`config.mk`:
```
export PLATFORM = sky130hd
export DESIGN_NAME = alu_seq_exec_flat
export DESIGN_NICKNAME = d
export VERILOG_FILES = /design/src/rtl/alu_seq_exec_if.sv /design/src/rtl/alu_seq_exec.sv /design/src/flat_wrapper.sv
export SDC_FILE = /design/constraint.sdc
export NUM_CORES = 1
export LEC_CHECK = 0
export CAP_MARGIN = 20
export CORE_MARGIN = 1
export CORE_UTILIZATION = 58
export DETAILED_ROUTE_END_ITERATION = 16
export HOLD_SLACK_MARGIN = 0.03
export PLACE_DENSITY = 0.88
export SLEW_MARGIN = 30
export SYNTH_ARGS = -nofsm -noshare
export SYNTH_HDL_FRONTEND = slang
export SYNTH_SLANG_ARGS = --single-unit
```
`constraint.sdc`:
```
create_clock -name clk -period 4.4 [get_ports clk]
set_clock_uncertainty 0.05 [all_clocks]
set_input_delay 1.1 -clock clk [delete_from_list [all_inputs] [get_ports clk]]
set_output_delay 1.1 -clock clk [all_outputs]
set_load 0.02 [all_outputs]
```
`src/rtl/alu_seq_exec_if.sv`:
```
// Request/response bundle between the EX-stage issue logic and alu_seq_exec.
// master drives requests and accepts results; slave is the execute unit.
interface alu_seq_exec_if #(
    parameter int DATA_WIDTH = 32
);
    logic                  in_valid;
    logic                  in_ready;
    logic [3:0]            operation;
    logic [DATA_WIDTH-1:0] src_a;
    logic [DATA_WIDTH-1:0] src_b;
    logic                  out_valid;
    logic                  out_ready;
    logic [DATA_WIDTH-1:0] result;
    logic                  zero;
    logic                  illegal_op;

    modport master (
        output in_valid, operation, src_a, src_b, out_ready,
        input  in_ready, out_valid, result, zero, illegal_op
    );

    modport slave (
        input  in_valid, operation, src_a, src_b, out_ready,
        output in_ready, out_valid, result, zero, illegal_op
    );
endinterface

```
`src/rtl/alu_seq_exec.sv`:
```
// Multi-cycle ALU for the EX stage: logic/arith/compare/branch ops plus shifts.
// Latency 1 cycle; shifts take 1+shamt unless BARREL_SHIFT_EN is defined (then 1).
// Backpressure: result held in DONE until out_ready; in_ready low while busy.
module alu_seq_exec #(
    parameter int DATA_WIDTH  = 32,
    parameter int SHAMT_WIDTH = $clog2(DATA_WIDTH)
) (
    input  logic           clk,
    input  logic           reset,
    alu_seq_exec_if.slave  bus
);
    typedef enum logic [1:0] {IDLE, SHIFT, DONE} state_t;

    state_t                  state;
    state_t                  state_nxt;
    logic [DATA_WIDTH-1:0]   result_q;
    logic                    illegal_q;
    logic [DATA_WIDTH-1:0]   calc_res;
    logic                    calc_ill;
    logic [SHAMT_WIDTH-1:0]  shamt;
    logic                    accept;
    logic                    lt_s;
    logic                    eq;

    assign shamt  = bus.src_b[SHAMT_WIDTH-1:0];
    assign accept = (state == IDLE) && bus.in_valid;
    assign lt_s   = $signed(bus.src_a) < $signed(bus.src_b);
    assign eq     = (bus.src_a == bus.src_b);

`ifndef BARREL_SHIFT_EN
    logic [3:0]             op_q;
    logic [DATA_WIDTH-1:0]  shift_reg;
    logic [DATA_WIDTH-1:0]  shift_step;
    logic [SHAMT_WIDTH-1:0] cnt;
    logic                   is_shift;

    assign is_shift = (bus.operation == 4'b0011) || (bus.operation == 4'b0100) ||
                      (bus.operation == 4'b0110);

    always_comb begin
        case (op_q)
            4'b0011: shift_step = {shift_reg[DATA_WIDTH-2:0], 1'b0};
            4'b0100: shift_step = {1'b0, shift_reg[DATA_WIDTH-1:1]};
            default: shift_step = {shift_reg[DATA_WIDTH-1], shift_reg[DATA_WIDTH-1:1]};
        endcase
    end
`endif

    // Single-cycle result for every op; iterative shifts only use this when shamt==0.
    always_comb begin
        calc_res = '0;
        calc_ill = 1'b0;
        case (bus.operation)
            4'b0000: calc_res = bus.src_a & bus.src_b;
            4'b0001: calc_res = bus.src_a | bus.src_b;
            4'b0010: calc_res = bus.src_a + bus.src_b;
            4'b0101: calc_res = bus.src_a - bus.src_b;
            4'b1100: calc_res = bus.src_a ^ bus.src_b;
`ifdef BARREL_SHIFT_EN
            4'b0011: calc_res = bus.src_a << shamt;
            4'b0100: calc_res = bus.src_a >> shamt;
            4'b0110: calc_res = $unsigned($signed(bus.src_a) >>> shamt);
`else
            4'b0011,
            4'b0100,
            4'b0110: calc_res = bus.src_a;
`endif
            4'b1111: calc_res = {{(DATA_WIDTH-1){1'b0}}, lt_s};
            4'b1000: calc_res = {{(DATA_WIDTH-1){1'b0}}, eq};
            4'b1001: calc_res = {{(DATA_WIDTH-1){1'b0}}, !eq};
            4'b1010: calc_res = {{(DATA_WIDTH-1){1'b0}}, lt_s};
            4'b1011: calc_res = {{(DATA_WIDTH-1){1'b0}}, !lt_s};
            default: calc_ill = 1'b1;
        endcase
    end

    always_ff @(posedge clk) begin
        if (reset) begin
            state <= IDLE;
        end else begin
            state <= state_nxt;
        end
    end

    always_comb begin
        state_nxt = state;
        case (state)
            IDLE: begin
                if (bus.in_valid) begin
`ifdef BARREL_SHIFT_EN
                    state_nxt = DONE;
`else
                    state_nxt = (is_shift && shamt != '0) ? SHIFT : DONE;
`endif
                end
            end
            SHIFT: begin
`ifdef BARREL_SHIFT_EN
                state_nxt = IDLE;
`else
                if (cnt == SHAMT_WIDTH'(1)) begin
                    state_nxt = DONE;
                end
`endif
            end
            DONE: begin
                if (bus.out_ready) begin
                    state_nxt = IDLE;
                end
            end
            default: state_nxt = IDLE;
        endcase
    end

    always_comb begin
        bus.in_ready  = (state == IDLE);
        bus.out_valid = (state == DONE);
    end

    assign bus.result     = result_q;
    assign bus.illegal_op = illegal_q;
    assign bus.zero       = (result_q == '0);

    always_ff @(posedge clk) begin
        if (reset) begin
            result_q  <= '0;
            illegal_q <= 1'b0;
`ifndef BARREL_SHIFT_EN
            op_q      <= '0;
            shift_reg <= '0;
            cnt       <= '0;
`endif
        end else if (accept) begin
            result_q  <= calc_res;
            illegal_q <= calc_ill;
`ifndef BARREL_SHIFT_EN
            op_q      <= bus.operation;
            shift_reg <= bus.src_a;
            cnt       <= shamt;
        end else if (state == SHIFT) begin
            shift_reg <= shift_step;
            cnt       <= cnt - SHAMT_WIDTH'(1);
            if (cnt == SHAMT_WIDTH'(1)) begin
                result_q <= shift_step;
            end
`endif
        end
    end
endmodule

```
`src/flat_wrapper.sv`:
```
// flat-port wrapper written by rule: the top's interface ports become plain ports
module alu_seq_exec_flat 
#(
    parameter int DATA_WIDTH  = 32,
    parameter int SHAMT_WIDTH = $clog2(DATA_WIDTH)
)
  (clk, reset, bus_in_valid, bus_operation, bus_src_a, bus_src_b, bus_out_ready, bus_in_ready, bus_out_valid, bus_result, bus_zero, bus_illegal_op);
  alu_seq_exec_if #(.DATA_WIDTH(DATA_WIDTH)) bus_i ();
  input  logic clk;
  input  logic reset;
  input wire logic [$bits(bus_i.in_valid)-1:0] bus_in_valid;
  input wire logic [$bits(bus_i.operation)-1:0] bus_operation;
  input wire logic [$bits(bus_i.src_a)-1:0] bus_src_a;
  input wire logic [$bits(bus_i.src_b)-1:0] bus_src_b;
  input wire logic [$bits(bus_i.out_ready)-1:0] bus_out_ready;
  output wire logic [$bits(bus_i.in_ready)-1:0] bus_in_ready;
  output wire logic [$bits(bus_i.out_valid)-1:0] bus_out_valid;
  output wire logic [$bits(bus_i.result)-1:0] bus_result;
  output wire logic [$bits(bus_i.zero)-1:0] bus_zero;
  output wire logic [$bits(bus_i.illegal_op)-1:0] bus_illegal_op;
  assign bus_i.in_valid = bus_in_valid;
  assign bus_i.operation = bus_operation;
  assign bus_i.src_a = bus_src_a;
  assign bus_i.src_b = bus_src_b;
  assign bus_i.out_ready = bus_out_ready;
  assign bus_in_ready = bus_i.in_ready;
  assign bus_out_valid = bus_i.out_valid;
  assign bus_result = bus_i.result;
  assign bus_zero = bus_i.zero;
  assign bus_illegal_op = bus_i.illegal_op;
  alu_seq_exec #(.DATA_WIDTH(DATA_WIDTH), .SHAMT_WIDTH(SHAMT_WIDTH)) u_core (.clk(clk), .reset(reset), .bus(bus_i));
endmodule
```
==> impl_metrics.toml <==
[die]
ios = 108
die_w_um = 128
die_y_um = 128
start_util_pct = 59.7
core_um2 = 15300
dieArea_um2 = 16300
num_rows = 45

[critical_path]
setup.worst_path.class = "in -> reg"
reg2reg_from = "u_core.cnt[0]"
crit_start = "bus_src_a[2]"
r2r_slack_ns = 1.40
setup.worst_path.end_class = "flop"
crit-reg2reg-capture = "u_core.bus.result[22]"
crit_arrival_ns = 4.38
rr_worst_depth = 7
cp-start-kind = "primary input"
crit_fanout = 5
crit_end = "u_core.bus.result[28]"
cp.required_ns = 4.59

[cts]
cts_buffer_depth = 2
cts_buffers = 9
cts_hold_buf = 0
path_clk_slew_ns = 0.07
worstSkewPairLatency_ns = 0.35
cts.sinks = 76
cts_root_buffer = "clkbuf_16"
cts_resized = 0
cts_tree = "built"
cts_htree_levels = 3
post-cts-setup-buffers = 0

[run_status]
outcome = "finished clean"

[timing]
rsz0062_at_grt = "no"
drv_slew = 0
setup_ws_ns = 0.208
period_needed_ns = 4.19
fin_crit_sh_pct = 95.3
relSlewSlack_pct = 33.0
fmax_ghz = 0.239
finalHoldViolations = 0
setup_tns_ns = 0
setup_viol = 0
tightest_slew_ns = 1.00

[logic_synthesis]
yosys-top-cells-area = "dfxtp_1 17%, ha_1 15%, a21oi_1 8.2%"
avgSynthCellArea_um2 = 7.05
synth_warnings = 0
synth_cells = 1296
ys_seq_area_share_pct = 16.6
syn_nets = 1480
synthArstFlopShare_pct = 0
synth_top_area_share_pct = 16.6
synth_ff_type = "dfxtp_1"
ys_seq_elements = 76
synth_area_um2 = 9140
yosys.area.top_type = "dfxtp_1"
synth_edf_count = 0
synth_cell_types = 85

[cells_and_area]
fillers = 1244
finalNonFillerCells = 1671
fin_nets = 1640
syn2layout_area_growth_pct = 25.7
final_layout_size_suffix_gt1_share_pct = 12.5
insertedDiodeCount = 0
finish.utilization_pct = 75.0

[grt]
use_met1_pct = 56.4
grt_overflow = 0
grt_pass1_wl_um = 56300
grt_pass1_vias = 10500
antenna_found_initial = 1
globalRouteMet2Util_pct = 71.8
top_usage_layer = "met2"
grt_usage_pct = 44.6
grt_start_max_net_pins = 59
met3_usage_pct = 8.38

[place]
port_buffers = 107
pre_cts_ws_ns = -0.0672
dp_hpwl_um = 27600
placed_cells = 1655
place_congestion = 1.03

[route]
drc = 0
drtPass1Iterations = 8
ant_nets = 0
wl_um = 36700
viasPerCell = 6.75
vias = 11300
drtIter0Drc = 1501
routedWlPerCell_um = 22.0

[power_and_ir_drop]
finalPower_w = 0.00292
p_leak_nw = 4.86
ir_drop_uv = 191
p_per_area_nw_per_um2 = 254

[run]
drv_cap = 0

[hold_path]
hold_class = "reg -> reg"
[cells by family (layout without fill, tap and decap cells)]
logic type,after synthesis,after routing,synth area share (%)
buffers and inverters,189,353,8.13
xor gates and xnor gates,11,11,1.05
muxes,18,18,1.98
adders and majority gates,112,112,15.5
DFF,76,76,16.6
and+or+nand+nor,418,418,21.5
AOI/OAI and AO/OA,472,472,35.2
[report_power, final]
group | switching, W | leakage (nW) | internal (W) | total, W
sequential | 0.0000615 | 0.624 | 0.000744 | 0.000805
clock | 0.000347 | 0.151 | 0.000496 | 0.000842
combinational | 0.000744 | 4.08 | 0.000528 | 0.00127
total | 0.00115 | 4.86 | 0.00177 | 0.00292
[cell usage in the layout, fill, tap and decap left out, types with 8 or more instances in the layout]
cell type        instances
a211oi_1                26
a21o_1                  15
a21oi_1                149
a221o_1                 12
a221oi_1                28
a22oi_1                 39
a31oi_1                 12
buf_4                  129
clkbuf_16                9
clkdlybuf4s50_1        106
dfxtp_1                 76
ha_1                   110
inv_1                   99
mux2i_1                 17
nand2_1                132
nand2b_1                10
nand3_1                 18
nand4_1                 10
nor2_1                 114
nor2b_1                 13
nor3_1                  48
nor4_1                  24
o211ai_1                12
o21ai_0                 63
o21bai_1                13
o221ai_1                11
o22ai_1                 10
o31ai_1                  8
or3_1                   10
xnor2_1                 10
[final cells by class]
cell class              count  area, µm²  share of cell area [%]
clock inverters             6       90.1                   0.784
repair buffers            239       2100                    18.3
well taps                 211        264                    2.30
clock buffers               9        225                    1.96
inverters                  99        372                    3.23
multi-input cells        1031       6920                    60.2
flip-flops and latches     76       1520                    13.2
[routing by layer]
metal | routed length [µm] | up-vias
met5 | 13 | -
met4 | 1800 | 2
met3 | 3810 | 156
met2 | 16700 | 775
met1 | 14400 | 5251
li1 | - | 5090
[Yosys cell counts (all sizes together), types with 5 or more instances]
cell     count
nor3        50
nand4       10
nand3       18
ha         110
xnor2       10
a211oi      26
nor4        25
a21boi       5
nand2      132
o22ai       10
nor2       116
a21oi      152
a22oi       39
and2         7
buf         28
o211ai      12
inv         99
o22a         6
dfxtp       76
a311oi       5
nor2b       14
o21ai       68
o21bai      15
a311o        6
o31ai        8
o2111ai      6
nand2b      10
or3         11
mux2i       17
a21o        15
o221ai      11
a2111oi      8
a221o       12
a31oi       12
a211o        5
clkbuf      62
a221oi      28
[worst max-delay path, cell delays in order]
cell             delay (ns)
clkdlybuf4s50_1        0.57
inv_1                  0.06
ha_1                   0.28
buf_4                  0.15
nand2b_1               0.11
a2111oi_2              0.09
o41a_1                 0.45
o21ai_1                0.22
o21ai_1                0.08
buf_4                  0.16
a311oi_1               0.58
mux2i_1                0.16
a211oi_1               0.29
nor4_1                 0.07
[worst min-delay path by stage]
stage                        start              to  slack, ns  cells past startpoint
floorplan           u_core.op_q[3]  u_core.op_q[3]       0.41                      2
global placement     u_core.cnt[3]   u_core.cnt[3]       0.43                      2
detailed placement  u_core.op_q[0]  u_core.op_q[0]       0.43                      2
CTS                 u_core.op_q[0]  u_core.op_q[0]       0.44                      2
global route        u_core.op_q[0]  u_core.op_q[0]       0.46                      2
finish              u_core.op_q[0]  u_core.op_q[0]       0.44                      2
[stage by stage]
stage	hold slack [ns]	instance area, µm²
final	0.440	11500
after global routing	0.458	11500
after CTS	0.440	11500
after global placement	0.425	11200
after floorplan	0.409	9140
after detailed placement	0.431	11200
(Power assumes the default switching activity.)
==> RTL edit: new RTL, same settings <==
`DATA_WIDTH` is set to 32 in 3 places; all go to 64.
--- a/src/rtl/alu_seq_exec_if.sv
+++ b/src/rtl/alu_seq_exec_if.sv
@@ -1,7 +1,7 @@
 // Request/response bundle between the EX-stage issue logic and alu_seq_exec.
 // master drives requests and accepts results; slave is the execute unit.
 interface alu_seq_exec_if #(
-    parameter int DATA_WIDTH = 32
+    parameter int DATA_WIDTH = 64
 );
     logic                  in_valid;
     logic                  in_ready;
--- a/src/rtl/alu_seq_exec.sv
+++ b/src/rtl/alu_seq_exec.sv
@@ -2,7 +2,7 @@
 // Latency 1 cycle; shifts take 1+shamt unless BARREL_SHIFT_EN is defined (then 1).
 // Backpressure: result held in DONE until out_ready; in_ready low while busy.
 module alu_seq_exec #(
-    parameter int DATA_WIDTH  = 32,
+    parameter int DATA_WIDTH  = 64,
     parameter int SHAMT_WIDTH = $clog2(DATA_WIDTH)
 ) (
     input  logic           clk,
--- a/src/flat_wrapper.sv
+++ b/src/flat_wrapper.sv
@@ -1,7 +1,7 @@
 // flat-port wrapper written by rule: the top's interface ports become plain ports
 module alu_seq_exec_flat 
 #(
-    parameter int DATA_WIDTH  = 32,
+    parameter int DATA_WIDTH  = 64,
     parameter int SHAMT_WIDTH = $clog2(DATA_WIDTH)
 )
   (clk, reset, bus_in_valid, bus_operation, bus_src_a, bus_src_b, bus_out_ready, bus_in_ready, bus_out_valid, bus_result, bus_zero, bus_illegal_op);
Interface: changed (resized bus_result, bus_src_a and bus_src_b); port bits go from 108 to 204. No check against the original RTL was run, so the function may have changed too.
==> RTL edit against the unedited design <==
  * The run now fails in 5_1_grt
  * Synthesized area up 100%
==> RTL edit: results (changes against the unedited design) <==
yosys:
  netlist_top_cells_count: "a21oi_1 (339), nand2_1 (297), nor2_1 (247)"
  ys_top_cells_by_area: "dfxtp_1 (15%), ha_1 (15%), a21oi_1 (9.2%)"
  synth_flop_cell: "dfxtp_1"
  synth_cell_types: 94  # +11%
  syn_nets: 3062  # +110%
  yosys_warnings: 0  # unchanged
  ys_seq_area_share_pct: 15.31  # -1.3 points
  async_reset_ff_share_pct: 0  # unchanged
global_routing:
  grt_max_degree: 67
  grt_usage_pct: 78.63
  overflow: 116
clock_network:
  clockBufferDepth: 2  # unchanged
  cts_max_level: 4  # +1
  cts_sinks: 141  # +86%
  cts_inserted_buffers: 17  # +8
  cts_root_buf: "clkbuf_16"
placement:
  gp_congestion: 1.178  # +15%
  dp_hpwl_mm: 65.28  # +140%
  io_buffers: 203  # +90%
status:
  error_line: "[ERROR GRT-0232] Routing congestion too high. Check the congestion heatmap in the GUI."
  status: "aborted with a tool error"
  stop_stage: "5_1_grt"
timing:
  grt-worst-endpoint: "u_core.bus.result[58]$_SDFFE_PP0P_/D"
  worst-endpoint-pin-kind: "register data pin"
==> RTL edit: changes by cell type after synthesis, sizes merged, moves of 33 or more <==
cell,before,now
a21oi,152,340
nand2,132,297
nor2,116,247
ha,110,214
inv,99,200
clkbuf,62,150
o21ai,68,151
dfxtp,76,141
nor3,50,92
nand3,18,51
nor4,25,58
==> RTL edit: stage by stage <==
stage | hold slack [ns] | util (%) | worst slack [ns] | std cells | instance area, sq um
floorplan | 0.3993 | - | 0.2766 | 2710 | 18440
global placement | 0.4093 | 79.14 | -0.4619 | 3659 | 24460
detailed placement | 0.4242 | 79.14 | -0.6366 | 3659 | 24460
CTS | 0.4336 | 81.62 | -0.03156 | 3700 | 25230
==> RTL edit: kinds of logic after synthesis <==
group,Yosys count,synth area share (%)
simple gates,885,22.00
fa+ha+maj,216,14.74
xor+xnor,22,1.045
mux,28,1.540
compound gates,1016,36.94
buf+inv,402,8.422
flops,141,15.31
==> RTL edit: timing repair <==
item / CTS
endpoints found under the hold margin: 0
setup buffers: 9
hold buffers: 0
setup endpoints to repair: 15
pin swaps: 9
resized for setup: 17
==> RTL edit: metal layers <==
layer  overflow  track usage (%)
met1          3            79.89
met2         60            92.02
met3          7            66.69
met4         46            75.90
met5          0            35.11
